===== config.mk =====
export PLATFORM = sky130hd
export DESIGN_NAME = uart_tx_buffered
export DESIGN_NICKNAME = d
export VERILOG_FILES = /design/src/rtl/uart_pkg.sv /design/src/rtl/uart_tx_fifo.sv /design/src/rtl/uart_tx_buffered.sv
export SDC_FILE = /design/constraint.sdc
export NUM_CORES = 1
export LEC_CHECK = 0
export BUFFER_PORTS_ARGS = -buffer_cell sky130_fd_sc_hd__buf_2
export CORE_MARGIN = 2
export CORE_UTILIZATION = 30
export CTS_CLUSTER_DIAMETER = 60
export DETAILED_ROUTE_END_ITERATION = 16
export PLACE_DENSITY = 0.45
export REMOVE_ABC_BUFFERS = 1
export SLEW_MARGIN = 10
export SYNTH_ARGS = -nofsm -noshare
export SYNTH_HDL_FRONTEND = slang
export SYNTH_HIERARCHICAL = 1
export SYNTH_SLANG_ARGS = --single-unit

===== constraint.sdc =====
create_clock -name i_uart_clk -period 2.7 [get_ports i_uart_clk]
set_input_delay 0.405 -clock i_uart_clk [delete_from_list [all_inputs] [get_ports i_uart_clk]]
set_output_delay 0.405 -clock i_uart_clk [all_outputs]
set_load 0.1 [all_outputs]

===== src/rtl/uart_pkg.sv =====
// Shared UART definitions: FSM encodings, frame sizes and default baud divisor.
// Used by both the transmit and receive sides.
package uart_pkg;

  typedef logic [2:0] uart_state_t;

  localparam uart_state_t ST_IDLE   = 3'd0;
  localparam uart_state_t ST_START  = 3'd1;
  localparam uart_state_t ST_DATA   = 3'd2;
  localparam uart_state_t ST_PARITY = 3'd3;
  localparam uart_state_t ST_STOP   = 3'd4;

  localparam int UART_DATA_BITS      = 8;
  localparam int UART_FRAME_BITS_8N1 = 10;
  localparam int UART_FRAME_BITS_PAR = 11;

  // 16 MHz / 1666 ~= 9600 baud
  localparam int UART_BAUD_MULT_DEF  = 1666;

endpackage


===== src/rtl/uart_tx_fifo.sv =====
// Byte FIFO feeding the UART transmitter. Pushes while full and pops while
// empty are ignored; pointers wrap naturally (FIFO_DEPTH is a power of two).
module uart_tx_fifo
  import uart_pkg::*;
#(
  parameter int FIFO_DEPTH = 4
) (
  input  logic                              clk_i,
  input  logic                              rst_ni,
  input  logic                              push_i,
  input  logic [UART_DATA_BITS-1:0]         data_i,
  input  logic                              pop_i,
  output logic [UART_DATA_BITS-1:0]         data_o,
  output logic [$clog2(FIFO_DEPTH+1)-1:0]   count_o,
  output logic                              full_o,
  output logic                              empty_o
);

  localparam int PW = $clog2(FIFO_DEPTH);
  localparam int CW = $clog2(FIFO_DEPTH + 1);

  logic [UART_DATA_BITS-1:0] mem_q [FIFO_DEPTH];
  logic [PW-1:0]             wr_q, rd_q;
  logic [CW-1:0]             cnt_q;
  logic                      do_push, do_pop;

  assign full_o  = (cnt_q == CW'(FIFO_DEPTH));
  assign empty_o = (cnt_q == '0);
  assign do_push = push_i && !full_o;
  assign do_pop  = pop_i && !empty_o;
  assign data_o  = mem_q[rd_q];
  assign count_o = cnt_q;

  // Storage carries no reset; only the pointers and count define validity.
  always_ff @(posedge clk_i) begin
    if (do_push) mem_q[wr_q] <= data_i;
  end

  always_ff @(posedge clk_i or negedge rst_ni) begin
    if (!rst_ni) begin
      wr_q  <= '0;
      rd_q  <= '0;
      cnt_q <= '0;
    end else begin
      if (do_push) wr_q <= wr_q + PW'(1);
      if (do_pop)  rd_q <= rd_q + PW'(1);
      case ({do_push, do_pop})
        2'b10:   cnt_q <= cnt_q + CW'(1);
        2'b01:   cnt_q <= cnt_q - CW'(1);
        default: cnt_q <= cnt_q;
      endcase
    end
  end

endmodule


===== src/rtl/uart_tx_buffered.sv =====
// Buffered UART transmitter, LSB first, back-to-back frames with no idle gap.
// Define UART_TX_PARITY_EN to insert an even parity bit after D7 (8E1).
module uart_tx_buffered
  import uart_pkg::*;
#(
  parameter int BAUD_MULT  = UART_BAUD_MULT_DEF,
  parameter int FIFO_DEPTH = 4
) (
  input  logic                              i_uart_clk,
  input  logic                              i_rst_n,
  input  logic [UART_DATA_BITS-1:0]         i_tx_byte,
  input  logic                              i_tx_valid,
  output logic                              o_tx_ready,
  output logic                              o_tx_data,
  output logic                              o_tx_active,
  output logic                              o_tx_done,
  output logic [$clog2(FIFO_DEPTH+1)-1:0]   o_fifo_count
);

  localparam int              BW        = $clog2(BAUD_MULT);
  localparam logic [BW-1:0]   BAUD_LAST = BW'(BAUD_MULT - 1);

  uart_state_t               state_q, state_d;
  logic [BW-1:0]             baud_q, baud_d;
  logic [2:0]                bit_q, bit_d;
  logic [UART_DATA_BITS-1:0] shift_q, shift_d;
  logic                      tx_q, tx_d;
  logic                      baud_end;
  logic                      fifo_pop, fifo_full, fifo_empty;
  logic [UART_DATA_BITS-1:0] fifo_data;
`ifdef UART_TX_PARITY_EN
  logic                      par_q, par_d;
`endif

  uart_tx_fifo #(.FIFO_DEPTH(FIFO_DEPTH)) u_fifo (
    .clk_i   (i_uart_clk),
    .rst_ni  (i_rst_n),
    .push_i  (i_tx_valid),
    .data_i  (i_tx_byte),
    .pop_i   (fifo_pop),
    .data_o  (fifo_data),
    .count_o (o_fifo_count),
    .full_o  (fifo_full),
    .empty_o (fifo_empty)
  );

  assign baud_end    = (baud_q == BAUD_LAST);
  assign o_tx_ready  = !fifo_full;
  assign o_tx_data   = tx_q;
  assign o_tx_active = (state_q != ST_IDLE);
  assign o_tx_done   = (state_q == ST_STOP) && baud_end;

  always_comb begin
    state_d  = state_q;
    baud_d   = baud_end ? '0 : baud_q + BW'(1);
    bit_d    = bit_q;
    shift_d  = shift_q;
    fifo_pop = 1'b0;
`ifdef UART_TX_PARITY_EN
    par_d    = par_q;
`endif
    case (state_q)
      ST_IDLE: begin
        baud_d = '0;
        if (!fifo_empty) begin
          fifo_pop = 1'b1;
          shift_d  = fifo_data;
          state_d  = ST_START;
`ifdef UART_TX_PARITY_EN
          par_d    = ^fifo_data;
`endif
        end
      end
      ST_START: if (baud_end) state_d = ST_DATA;
      ST_DATA: if (baud_end) begin
        shift_d = {1'b0, shift_q[UART_DATA_BITS-1:1]};
        bit_d   = bit_q + 3'd1;
        if (bit_q == 3'(UART_DATA_BITS - 1)) begin
`ifdef UART_TX_PARITY_EN
          state_d = ST_PARITY;
`else
          state_d = ST_STOP;
`endif
        end
      end
`ifdef UART_TX_PARITY_EN
      ST_PARITY: if (baud_end) state_d = ST_STOP;
`endif
      ST_STOP: if (baud_end) begin
        // Chain straight into the next start bit when more bytes are queued.
        if (!fifo_empty) begin
          fifo_pop = 1'b1;
          shift_d  = fifo_data;
          state_d  = ST_START;
`ifdef UART_TX_PARITY_EN
          par_d    = ^fifo_data;
`endif
        end else begin
          state_d = ST_IDLE;
        end
      end
      default: begin
        state_d = ST_IDLE;
        baud_d  = '0;
      end
    endcase

    // Line value is registered from the next state so it lines up with it.
    case (state_d)
      ST_START:  tx_d = 1'b0;
      ST_DATA:   tx_d = shift_d[0];
`ifdef UART_TX_PARITY_EN
      ST_PARITY: tx_d = par_d;
`endif
      default:   tx_d = 1'b1;
    endcase
  end

  always_ff @(posedge i_uart_clk or negedge i_rst_n) begin
    if (!i_rst_n) begin
      state_q <= ST_IDLE;
      baud_q  <= '0;
      bit_q   <= '0;
      shift_q <= '0;
      tx_q    <= 1'b1;
`ifdef UART_TX_PARITY_EN
      par_q   <= 1'b0;
`endif
    end else begin
      state_q <= state_d;
      baud_q  <= baud_d;
      bit_q   <= bit_d;
      shift_q <= shift_d;
      tx_q    <= tx_d;
`ifdef UART_TX_PARITY_EN
      par_q   <= par_d;
`endif
    end
  end

endmodule


# Word level (Yosys, flattened, before mapping)
# Memories as Yosys holds them, arrays and structs flattened.
# Cells that the tools add are included.
[word_totals]
output_inout_bits = 7
reg_bits = 33
ramBits = 32
n_memories = 1
[classes]
n_reduce_logical = 13
n_eq_ne = 12
add_sub_neg = 6
mux = 20
[memory_table]
columns = ["name", "words", "width", "read_ports", "rd_ports_with_merged_regs", "write_ports", "line_no", "rtl"]
rows = [
  ["u_fifo.mem_q", 4, 8, 1, 0, 1, "uart_tx_fifo.sv:22", "logic [UART_DATA_BITS-1:0] mem_q [FIFO_DEPTH];"],
]
[ops]
columns = ["op", "count"]
rows = [
  ["2-to-1 mux 8 bit", 3],
  ["case mux 8 bit (3 select lines)", 1],
  ["2-to-1 mux 11 bit", 2],
  ["2-to-1 mux 3 bit", 5],
  ["case mux 3 bit (4 select lines)", 1],
  ["adder 11 x 1 -> 11 bit (second input constant)", 1],
  ["equality test 11 bit (second input constant)", 1],
  ["equality test 3 bit (second input constant)", 3],
  ["adder 3 x 1 -> 3 bit (second input constant)", 2],
  ["equality test 3 x 1 -> 1 bit (second input constant)", 2],
  ["equality test 3 x 2 -> 1 bit (second input constant)", 2],
  ["logical NOT 3 bit", 2],
  ["case mux 3 bit (2 select lines)", 1],
  ["nonzero test 3 bit", 2],
  ["2-to-1 mux 1 bit", 5],
  ["adder 2 x 1 -> 2 bit (second input constant)", 2],
  ["inequality test 2 bit (second input constant)", 2],
  ["case mux 1 bit (2 select lines)", 2],
  ["logical AND 1 bit", 3],
  ["AND reduction 3 bit", 1],
  ["OR reduction 3 bit", 1],
  ["subtractor 3 x 1 -> 3 bit (second input constant)", 1],
  ["equality test 2 x 1 -> 1 bit (second input constant)", 1],
  ["equality test 2 bit (second input constant)", 1],
  ["other kinds (3)", 4],
]

# Longest topological paths before layout
# Gate-level depths: netlist of run 1.
[depth]
ltp_word = 7
depth_mapped = 13
ltp_nobuf = 12

# Cells and area by module
# Netlist of run 1, hierarchy kept.
[modules_own_cells]
columns = ["module", "instances", "seq_area_each_um2", "cells_each", "area_per_inst_um2"]
rows = [
  ["uart_tx_fifo", 1, 1136.1, 79, 1592.8],
  ["uart_tx_buffered", 1, 651.9, 134, 1393.8],
]

# Least setup slack after synthesis of run 1
# No wires, ideal clock.
[synth_path]
path_type = "register -> output"
start = "register baud_q[1]"
end = "output port o_tx_done"
path_buffers = 1
setup_slack_ns = -1.002
arrival_ns = 3.297
path_stages_with_launch = 7
path_cell_list = "dfrtp_1 > inv_1 > ha_1 > nor4bb_1 > buf_2 > nand4_1 > nor3b_1"
[synth_via]
elab_chain_len = 2
[synth_lines]
columns = ["item", "line_no", "rtl"]
rows = [
  ["start, declared", "uart_tx_buffered.sv:24", "logic [BW-1:0] baud_q, baud_d;"],
  ["start signal, assigned", "uart_tx_buffered.sv:131", "baud_q <= baud_d;"],
  ["equality test 11 bit", "uart_tx_buffered.sv:47", "assign baud_end = (baud_q == BAUD_LAST);"],
  ["logical AND 1 bit", "uart_tx_buffered.sv:51", "assign o_tx_done = (state_q == ST_STOP) && baud_end;"],
  ["end, declared", "uart_tx_buffered.sv:16", "output logic o_tx_done,"],
]
# Every way passes these cells.

# Worst setup path after layout of run 1
# Same ends and word-level chain as after synthesis.

==> results of run 1 <==
layout by cell type, fill, tap and decap left out, types with 2 or more instances in the layout:
cell type	count
nand3_1	5
mux2i_1	3
mux4_2	8
edfxtp_1	32
a21oi_1	2
nor4_1	2
and4_1	2
nand2_1	10
a31oi_1	2
inv_1	10
nand4_1	2
clkbuf_8	11
a221o_1	6
bufinv_16	2
ha_1	9
mux2_1	2
nand2b_1	2
xor2_1	7
buf_2	16
and2_1	6
dfrtp_1	32
nor2_1	19
inv_6	2
buf_4	12
nor3_1	5
and2_2	4
xnor2_1	10
metal layers:
layer  vias to the layer above  wire length (um)
met3                         2               165
met5                         -                 0
li1                        839                 -
met4                         0                31
met2                        23              2630
met1                       862              2690
kinds of logic after synthesis:
logic type | Yosys count | synth area share (%)
and+or+nand+nor | 68 | 13.3
DFF | 65 | 59.9
AOI/OAI and AO/OA | 21 | 6.54
buffers and inverters | 18 | 2.56
xor gates and xnor gates | 17 | 4.99
muxes | 14 | 8.29
adders and majority gates | 10 | 4.44
state kept, by name, summed over array words and instances (netlist names):
signal and count:
o_tx_data 1, u_fifo/count_o 3, shift_q 8, u_fifo/mem_q 32, u_fifo/rd_q 2, state_q 3
baud_q 11, u_fifo/wr_q 2, bit_q 3
worst max-delay path, cell delays in order, from the launching register on:
cell	delay [ps]
dfrtp_1	410
inv_1	70
ha_1	130
nor4bb_4	240
buf_4	210
nand4_1	160
nor3b_2	290
buf_12	210
per-stage QoR:
step	total power, mW	cells	utilization, %	TNS (ps)
final	3.14	383	36.6	0
after global routing	3.32	383	36.6	0
after CTS	3.19	382	36.4	0
after detailed placement	2.19	366	33.9	0
after global placement	2.19	366	33.9	0
after floorplan	1.97	205	-	-2000
final cells by class:
class | count | area share, %
Clock inverter | 5 | 2.39
Multi-Input combinational cell | 130 | 32.1
Tap cell | 133 | 4.67
Inverter | 10 | 1.05
Clock buffer | 11 | 4.25
Sequential cell | 65 | 50.2
Timing Repair Buffer | 29 | 5.34
cells in the mapped netlist (all sizes together) (3+ instances only):
library cell	n	area share, %
buf	5	0.92
mux2i	3	1.0
nor3	5	0.84
dfrtp	32	27
clkbuf	3	0.38
mux4	8	6.0
and2	10	2.3
a21oi	3	0.63
mux2	3	1.3
edfxtp	32	32
inv	10	1.3
xnor2	10	2.9
ha	9	3.8
nor2	19	2.4
a221o	6	2.0
nor3b	3	1.1
nand2	10	1.3
xor2	7	2.1
nand3	6	1.2
worst max path at each step:
stage                                    from                            end
final                     baud_q[1]$_DFF_PN0_                      o_tx_done
after global routing      baud_q[1]$_DFF_PN0_  u_fifo/count_o[2]$_DFFE_PN0P_
after CTS                 baud_q[1]$_DFF_PN0_                      o_tx_done
after detailed placement  baud_q[1]$_DFF_PN0_  u_fifo/count_o[2]$_DFFE_PN0P_
after global placement    baud_q[1]$_DFF_PN0_  u_fifo/count_o[2]$_DFFE_PN0P_
after floorplan           baud_q[1]$_DFF_PN0_                      o_tx_done
timing repair:
action | in CTS | in global routing
endpoints found under the hold margin | 0 | 0
gates resized for setup | 1 | 2
pin swaps | 0 | 1
setup buffers | 0 | 1
setup endpoints to repair | 2 | 2
power by group through the flow:
stage                     Clock (mW)  Sequential [mW]  Combinational, mW
after floorplan                    0             1.57              0.408
after global placement             0             1.40              0.792
after detailed placement           0             1.40              0.792
after CTS                       1.01             1.39              0.793
after global routing            1.05             1.41              0.855
final                          0.976             1.39              0.774
==> results.py, run 1 <==
metrics = {
    "floorplanning": {
        "placeableCoreArea_mm2": 0.00973,
        "io_pins": 18,
        "start_util_pct": 30.7,
        "num_rows": 36,
        "fp.dieArea_mm2": 0.0108,
        "die_w_um": 104,
        "die_h_um": 104,
    },
    "final_layout": {
        "final_area_mm2": 0.00356,
        "seqCellArea_mm2": 0.00179,
        "multiInputGateArea_mm2": 0.00114,
        "num_antenna_cells": 0,
        "drive_gt1_share_pct": 28.0,
        "area_delta_synth_final_pct": 19.2,
        "fillers": 976,
        "finalNetCount": 266,
    },
    "cts": {
        "hold_buffers": 0,
        "path_clk_slew_ps": 80,
        "clkLatencyLatePin_ps": 350,
        "root_buffer": "clkbuf_8",
        "cts.sinks": 65,
        "clk_path_buf_depth": 2,
        "numCtsBuffers": 9,
        "cts_tree": "built",
        "htreeDepth": 3,
    },
    "power": {
        "peakVddDrop_mv": 0.331,
        "p_int_mw": 2.10,
        "seq_power_share_pct": 44.2,
        "leakagePower_nw": 1.42,
        "p_sw_mw": 1.04,
        "sw_frac_of_total_pct": 33.1,
        "pwr-share-clk_pct": 31.1,
        "powerDensity_mw_per_mm2": 881,
        "comb_power_share_pct": 24.7,
    },
    "synthesis": {
        "yosysSeqAreaShare_pct": 59.9,
        "syn_inst": 213,
        "syn_area_mm2": 0.00299,
        "yosys_warnings": 6,
        "ys.flop_type": "edfxtp_1",
        "synth_seq_cells": 65,
        "synthArstFlopShare_pct": 50.8,
        "synth_edf_count": 32,
        "ys_types": 49,
        "synth_area_per_cell_um2": 14.0,
    },
    "timing": {
        "post-route-period-util_pct": 91.2,
        "finalCriticalPeriod_ps": 2460,
        "clock_skew_ps": 10.7,
        "setup_viol": 0,
        "holdWs_ps": 129,
        "max_freq_mhz": 406,
        "worst_slew_pin_slew_ps": 771,
        "drv_slew": 0,
        "rsz0062_at_grt": "false",
        "slew_headroom_pct": 48.6,
        "fin_ws_ps": 239,
        "hold_violations": 0,
    },
    "placed_design": {
        "dpl.hpwl_um": 3690,
        "place.gp.congestion": 0.769,
        "dp_slack_ps": 6.83,
        "io_buffer_count": 17,
        "postPlaceCellArea_mm2": 0.00330,
    },
    "detailed_routing": {
        "drcViolationCount": 0,
        "drtPass1Iterations": 4,
        "wl_um": 5520,
        "viasPerCell": 4.51,
        "vias": 1726,
        "dr.first_iter.drc_count": 52,
        "drt-wirelength-per-cell_um": 14.4,
        "postRouteAntennaNets": 0,
    },
    "min_path": {
        "hold_class": "primary input to async pin",
    },
    "global_routing": {
        "grtUsageMet3_pct": 5.16,
        "antenna_found_initial": 0,
        "top_usage_layer": "met2",
        "grt_pass1_wl_um": 9530,
        "track_usage_pct": 11.6,
        "first_global_vias": 1845,
        "grt_start_max_net_pins": 34,
        "grt_use_met2_pct": 18.5,
        "overflow": 0,
        "met1_usage_pct": 14.2,
    },
    "critical_path": {
        "r2r-end": "u_fifo/count_o[2]$_DFFE_PN0P_",
        "r2r_slack_ps": 240,
        "crit_arrival_ps": 2060,
        "rr_startpoint": "baud_q[1]$_DFF_PN0_",
        "end_kind": "primary output",
        "cp.required_ps": 2300,
        "path_class": "flip-flop to primary output",
        "crit_path_start_kind": "flip-flop",
        "path_max_fanout": 8,
        "reg2reg_depth": 12,
    },
    "status": {
        "status": "finished clean",
    },
    "flow_run": {
        "drv_cap": 0,
    },
}
Note: power is estimated with default switching activity, not from simulation.
==> run 2, diff against run 1 <==
--- a/config.mk
+++ b/config.mk
@@ -5,11 +5,14 @@
 export SDC_FILE = /design/constraint.sdc
 export NUM_CORES = 1
 export LEC_CHECK = 0
+export ABC_AREA = 1
 export BUFFER_PORTS_ARGS = -buffer_cell sky130_fd_sc_hd__buf_2
 export CORE_MARGIN = 2
 export CORE_UTILIZATION = 30
 export CTS_CLUSTER_DIAMETER = 60
 export DETAILED_ROUTE_END_ITERATION = 16
+export GPL_TIMING_DRIVEN = 0
+export HOLD_SLACK_MARGIN = 0.12
 export PLACE_DENSITY = 0.45
 export REMOVE_ABC_BUFFERS = 1
 export SLEW_MARGIN = 10
==> results.py, run 2 <==
metrics = {
    "synthesis": {
        "synthTopCellsByCount": "82 x nand2_1, 51 x inv_1, 35 x nor2_1",
        "syn_area_mm2": 0.00332,
        "synth_area_per_cell_um2": 9.61,
        "synthMostInstantiatedCell": "nand2_1",
        "yosys_warnings": 6,
        "syn_inst": 346,
        "synthArstFlopShare_pct": 50.8,
        "synth_top_area_share_pct": 28.9,
        "ys_types": 40,
        "synth_seq_cells": 65,
        "synthTopCellsByArea": "edfxtp_1 29%, dfrtp_1 24%, nand2_1 9.3%",
        "yosysSeqAreaShare_pct": 53.8,
        "yosysTopAreaCell": "edfxtp_1",
        "synth_edf_count": 32,
        "ys.flop_type": "edfxtp_1",
    },
    "critical_path": {
        "path_class": "flip-flop to flip-flop",
        "r2r_slack_ps": 240,
        "cp.required_ps": 2930,
        "end_kind": "flip-flop",
        "crit_path_start_kind": "flip-flop",
        "crit_arrival_ps": 2690,
        "path_max_fanout": 3,
    },
    "detailed_routing": {
        "dr.first_iter.drc_count": 66,
        "drcViolationCount": 0,
        "drtPass1Iterations": 4,
        "wl_um": 6310,
        "vias": 2305,
        "drt-wirelength-per-cell_um": 12.3,
        "postRouteAntennaNets": 0,
        "viasPerCell": 4.48,
    },
    "final_layout": {
        "area_delta_synth_final_pct": 13.0,
        "largestRegisters": "u_fifo/mem_q (32), baud_q (11), shift_q (8)",
        "finalNetCount": 390,
        "top_register": "u_fifo/mem_q",
        "num_antenna_cells": 0,
        "fillers": 1128,
        "final_common_cell": "nand2_1",
        "drive_gt1_share_pct": 17.6,
        "final_cell_mix": "81 x nand2_1, 51 x inv_1, 35 x nor2_1",
        "largest_register_ffs": 32,
    },
    "floorplanning": {
        "start_util_pct": 30.7,
        "fp.dieArea_mm2": 0.0119,
        "die_w_um": 109,
        "io_pins": 18,
        "placeableCoreArea_mm2": 0.0108,
        "die_h_um": 109,
        "num_rows": 38,
    },
    "placed_design": {
        "place.gp.congestion": 0.772,
        "dpl.hpwl_um": 4370,
        "dp_slack_ps": 59.2,
        "io_buffer_count": 17,
    },
    "global_routing": {
        "grt_pass1_wl_um": 10700,
        "grt_start_max_net_pins": 35,
        "antenna_found_initial": 0,
        "overflow": 0,
        "first_global_vias": 2226,
        "track_usage_pct": 11.9,
    },
    "power": {
        "powerDensity_mw_per_mm2": 993,
        "leakagePower_nw": 1.67,
        "peakVddDrop_mv": 0.323,
        "power_mw": 3.73,
    },
    "cts": {
        "root_buffer": "clkbuf_8",
        "clkLatencyLatePin_ps": 330,
        "numCtsBuffers": 9,
        "hold_buffers": 0,
        "cts.sinks": 65,
        "clk_path_buf_depth": 2,
        "cts_tree": "built",
        "htreeDepth": 3,
        "path_clk_slew_ps": 80,
    },
    "timing": {
        "holdWs_ps": 147,
        "hold_violations": 0,
        "finalCriticalPeriod_ps": 2460,
        "worst_slew_pin_slew_ps": 884,
        "max_freq_mhz": 406,
        "clock_skew_ps": 8.60,
        "slew_headroom_pct": 40.8,
        "fin_ws_ps": 239,
        "tns_ps": 0,
        "rsz0062_at_grt": "false",
        "setup_viol": 0,
        "post-route-period-util_pct": 91.2,
        "drv_slew": 0,
    },
    "min_path": {
        "hold_class": "primary input to async pin",
    },
    "status": {
        "status": "finished clean",
    },
    "flow_run": {
        "drv_cap": 0,
    },
}
## run 2: changes by cell type after synthesis, sizes merged, moves of 7 or more
| cell | before | now |
|---|---|---|
| xnor2 | 10 | 1 |
| o21ai | 1 | 8 |
| nand3 | 6 | 17 |
| mux4 | 8 | 0 |
| nor2 | 19 | 40 |
| nand2 | 10 | 92 |
| and2 | 10 | 0 |
| inv | 10 | 53 |
| o211ai | 0 | 17 |
## run 2: repair_timing
| action | CTS | global route |
|---|---|---|
| buffers inserted | 0 | 2 |
| gates resized for setup | 0 | 4 |
| endpoints found under the hold margin | 0 | 0 |
| endpoints found under the setup margin | 0 | 2 |
## run 2: worst paths after layout
kind                                 startpoint                             to  depth (start not counted)
max reg2reg                 baud_q[1]$_DFF_PN0_  u_fifo/count_o[2]$_DFFE_PN0P_                         17
min in group i_uart_clk            i_tx_byte[1]   u_fifo/mem_q[2][1]$_DFFE_PP_                          1
max in group asynchronous               i_rst_n         shift_q[6]$_DFFE_PN0P_                          1
min reg2reg                bit_q[0]$_DFFE_PN0P_           bit_q[0]$_DFFE_PN0P_                          1
min                                     i_rst_n            baud_q[4]$_DFF_PN0_                          1
max                         baud_q[1]$_DFF_PN0_  u_fifo/count_o[2]$_DFFE_PN0P_                         17
## run 2: area by class of cell
cell class              count  area (um^2)  share of cell area [%]
flip-flops and latches     65         1790                    47.6
multi-input cells         220         1290                    34.3
inverters                  54          203                    5.39
well taps                 140          175                    4.66
clock buffers               9          124                    3.30
repair buffers             19          100                    2.66
clock inverters             7         77.6                    2.06
## run 2: cells by family after synthesis
group	after synthesis	share of synthesized area, %
compound gates	35	7.38
xor+xnor	4	1.05
fa+ha+maj	10	3.99
buf+inv	61	7.87
flops	65	53.8
mux	5	1.54
simple gates	166	24.4
## run 2: power breakdown
group	leakage [nW]	internal [mW]	switching, mW	total [mW]
clock	0.101	0.436	0.403	0.838
sequential	0.710	1.31	0.170	1.48
combinational	0.863	0.403	1.01	1.41
## run 2: routing by layer
metal | vias up | global-route usage [%] | wire length, um
met5 | - | 0 | 0
met4 | 0 | 4.97 | 57
met3 | 6 | 2.33 | 148
met2 | 24 | 19.2 | 2940
met1 | 1093 | 15.6 | 3160
li1 | 1182 | - | -
## run 2: metrics by stage
step                      cells  util (%)  cell area, um^2
after floorplan             339         -             3270
after global placement      496      32.5             3530
after detailed placement    496      32.5             3530
after CTS                   512      34.4             3730
after global routing        514      34.7             3760
final                       514      34.7             3760
## run 2: critical path: stages, from the launching register on
cell,delay [ps]
dfrtp_1,380
inv_1,60
ha_1,170
nand2_2,70
nor2_4,100
inv_1,80
nor3_4,210
nand2_1,110
a21oi_2,210
nand2_2,90
inv_1,60
ha_1,150
inv_1,70
fa_2,330
nand2_1,90
nand3_1,80
nand2_1,60
nand2_1,50
==> run 3, diff against run 2 <==
--- a/config.mk
+++ b/config.mk
@@ -5,9 +5,7 @@
 export SDC_FILE = /design/constraint.sdc
 export NUM_CORES = 1
 export LEC_CHECK = 0
-export ABC_AREA = 1
 export BUFFER_PORTS_ARGS = -buffer_cell sky130_fd_sc_hd__buf_2
-export CORE_MARGIN = 2
 export CORE_UTILIZATION = 30
 export CTS_CLUSTER_DIAMETER = 60
 export DETAILED_ROUTE_END_ITERATION = 16
==> results.py, run 3 (synthesized netlist as in run 1, its figures left out) <==
metrics = {
    "timing": {
        "slew_headroom_pct": 49.7,
        "max_freq_mhz": 396,
        "drv_slew": 0,
        "post-route-period-util_pct": 93.6,
        "clock_skew_ps": 12.3,
        "rsz0062_at_grt": "false",
        "hold_violations": 0,
        "worst_slew_pin_slew_ps": 754,
        "fin_ws_ps": 173,
        "holdWs_ps": 123,
        "finalCriticalPeriod_ps": 2530,
        "setup_viol": 0,
        "tns_ps": 0,
    },
    "cts": {
        "root_buffer": "clkbuf_8",
        "cts_tree": "built",
        "htreeDepth": 3,
        "cts.sinks": 65,
        "path_clk_slew_ps": 70,
        "clkLatencyLatePin_ps": 340,
        "clk_path_buf_depth": 2,
        "hold_buffers": 0,
        "numCtsBuffers": 9,
    },
    "floorplanning": {
        "placeableCoreArea_mm2": 0.00973,
        "fp.dieArea_mm2": 0.0104,
        "die_h_um": 102,
        "start_util_pct": 30.7,
        "io_pins": 18,
        "num_rows": 36,
        "die_w_um": 102,
    },
    "power": {
        "powerDensity_mw_per_mm2": 832,
        "comb_power_share_pct": 24.7,
        "power_mw": 2.86,
        "p_int_mw": 1.83,
        "peakVddDrop_mv": 0.273,
        "seq_power_share_pct": 50.1,
        "leakagePower_nw": 1.34,
        "p_sw_mw": 1.03,
        "pwr-share-clk_pct": 25.2,
        "sw_frac_of_total_pct": 35.9,
    },
    "critical_path": {
        "crit_chain": "nor4b_4, buf_4, nand3_2, a21boi_4, o31a_2, ha_1, inv_1, fa_1, xor2_1, nor2_1, xor2_1",
        "end_kind": "flip-flop",
        "crit_path_start_kind": "flip-flop",
        "path_class": "flip-flop to flip-flop",
        "path_max_fanout": 7,
        "cp.required_ps": 2970,
        "crit_top_cell": "xor2_1",
        "slowest_delay_ps": 440,
        "cp_slowest_cell": "dfrtp_1",
        "crit_arrival_ps": 2800,
        "critPathBufInv": 2,
        "cp_top_family": "adder cells",
    },
    "final_layout": {
        "finalNetCount": 259,
        "final_cell_mix": "32 x dfrtp_1, 32 x edfxtp_1, 19 x nor2_1",
        "fillers": 992,
        "largest_register_ffs": 32,
        "top_register": "u_fifo/mem_q",
        "fin_util_pct": 35.3,
        "layoutNonFillerInstCount": 376,
        "area_delta_synth_final_pct": 15.0,
        "largestRegisters": "u_fifo/mem_q (32), baud_q (11), shift_q (8)",
        "final_area_mm2": 0.00343,
        "num_antenna_cells": 0,
        "drive_gt1_share_pct": 25.5,
    },
    "placed_design": {
        "postPlaceCellArea_mm2": 0.00321,
        "dpl.cell_count": 355,
        "io_buffer_count": 17,
        "dp_slack_ps": -480,
        "place.gp.congestion": 0.696,
        "dpl.hpwl_um": 3410,
    },
    "global_routing": {
        "track_usage_pct": 11.8,
        "first_global_vias": 1728,
        "grt_pass1_wl_um": 8820,
        "antenna_found_initial": 0,
        "grt_start_max_net_pins": 34,
        "overflow": 0,
    },
    "detailed_routing": {
        "drt-wirelength-per-cell_um": 14.0,
        "postRouteAntennaNets": 0,
        "vias": 1698,
        "drtPass1Iterations": 4,
        "drcViolationCount": 0,
        "viasPerCell": 4.52,
        "dr.first_iter.drc_count": 42,
        "wl_um": 5270,
    },
    "min_path": {
        "hold_class": "primary input to async pin",
    },
    "status": {
        "status": "finished clean",
    },
    "flow_run": {
        "drv_cap": 0,
    },
}
run 3: changes by cell type in the layout (fill, tap and decap cells not counted), moves of 8 or more:
cell,delta
inv_1,-41
mux4_2,+8
nand2_1,-71
nand2_2,-9
nand3_1,-8
nor2_1,-16
o211ai_1,-17
xnor2_1,+9
run 3: final cells by class:
class	count	area (um^2)	area share [%]
multi-input cells	130	1140	33.3
inverters	10	37.5	1.09
repair buffers	22	125	3.64
well taps	133	166	4.85
clock inverters	6	43.8	1.28
clock buffers	10	128	3.72
flip-flops and latches	65	1790	52.1
run 3: path summary, 6_finish.rpt:
kind                                       from                             to  slack, ps  cells after the start
max                         baud_q[5]$_DFF_PN0_  u_fifo/count_o[2]$_DFFE_PN0P_        170                     11
min                                     i_rst_n            baud_q[2]$_DFF_PN0_        120                      1
max reg2reg                 baud_q[5]$_DFF_PN0_  u_fifo/count_o[2]$_DFFE_PN0P_        170                     11
min reg2reg                bit_q[0]$_DFFE_PN0P_           bit_q[0]$_DFFE_PN0P_        480                      1
max in group asynchronous               i_rst_n         shift_q[2]$_DFFE_PN0P_       2080                      1
min in group i_uart_clk            i_tx_byte[6]   u_fifo/mem_q[0][6]$_DFFE_PP_        270                      1
run 3: power by group through the flow:
stage	Sequential, mW	Clock (mW)	Combinational [mW]
5_1_grt	1.46	0.793	0.774
2_1_floorplan	1.57	0	0.408
3_5_place_dp	1.44	0	0.714
6_report	1.43	0.720	0.706
4_1_cts	1.43	0.755	0.719
3_3_place_gp	1.44	0	0.705
run 3: timing repair:
| item | in CTS | in global routing |
|---|---|---|
| pin swaps | 2 | 2 |
| gates cloned | 0 | 0 |
| resized for setup | 2 | 3 |
| setup endpoints to repair | 3 | 3 |
| setup buffers | 4 | 1 |
run 3: layer usage:
metal  up-vias  routed length (um)  GRT usage (%)
met1       842                2390           14.2
met5         -                   0              0
met4         0                  90           5.35
li1        827                   -              -
met2        20                2610           19.0
met3         9                 173           4.00
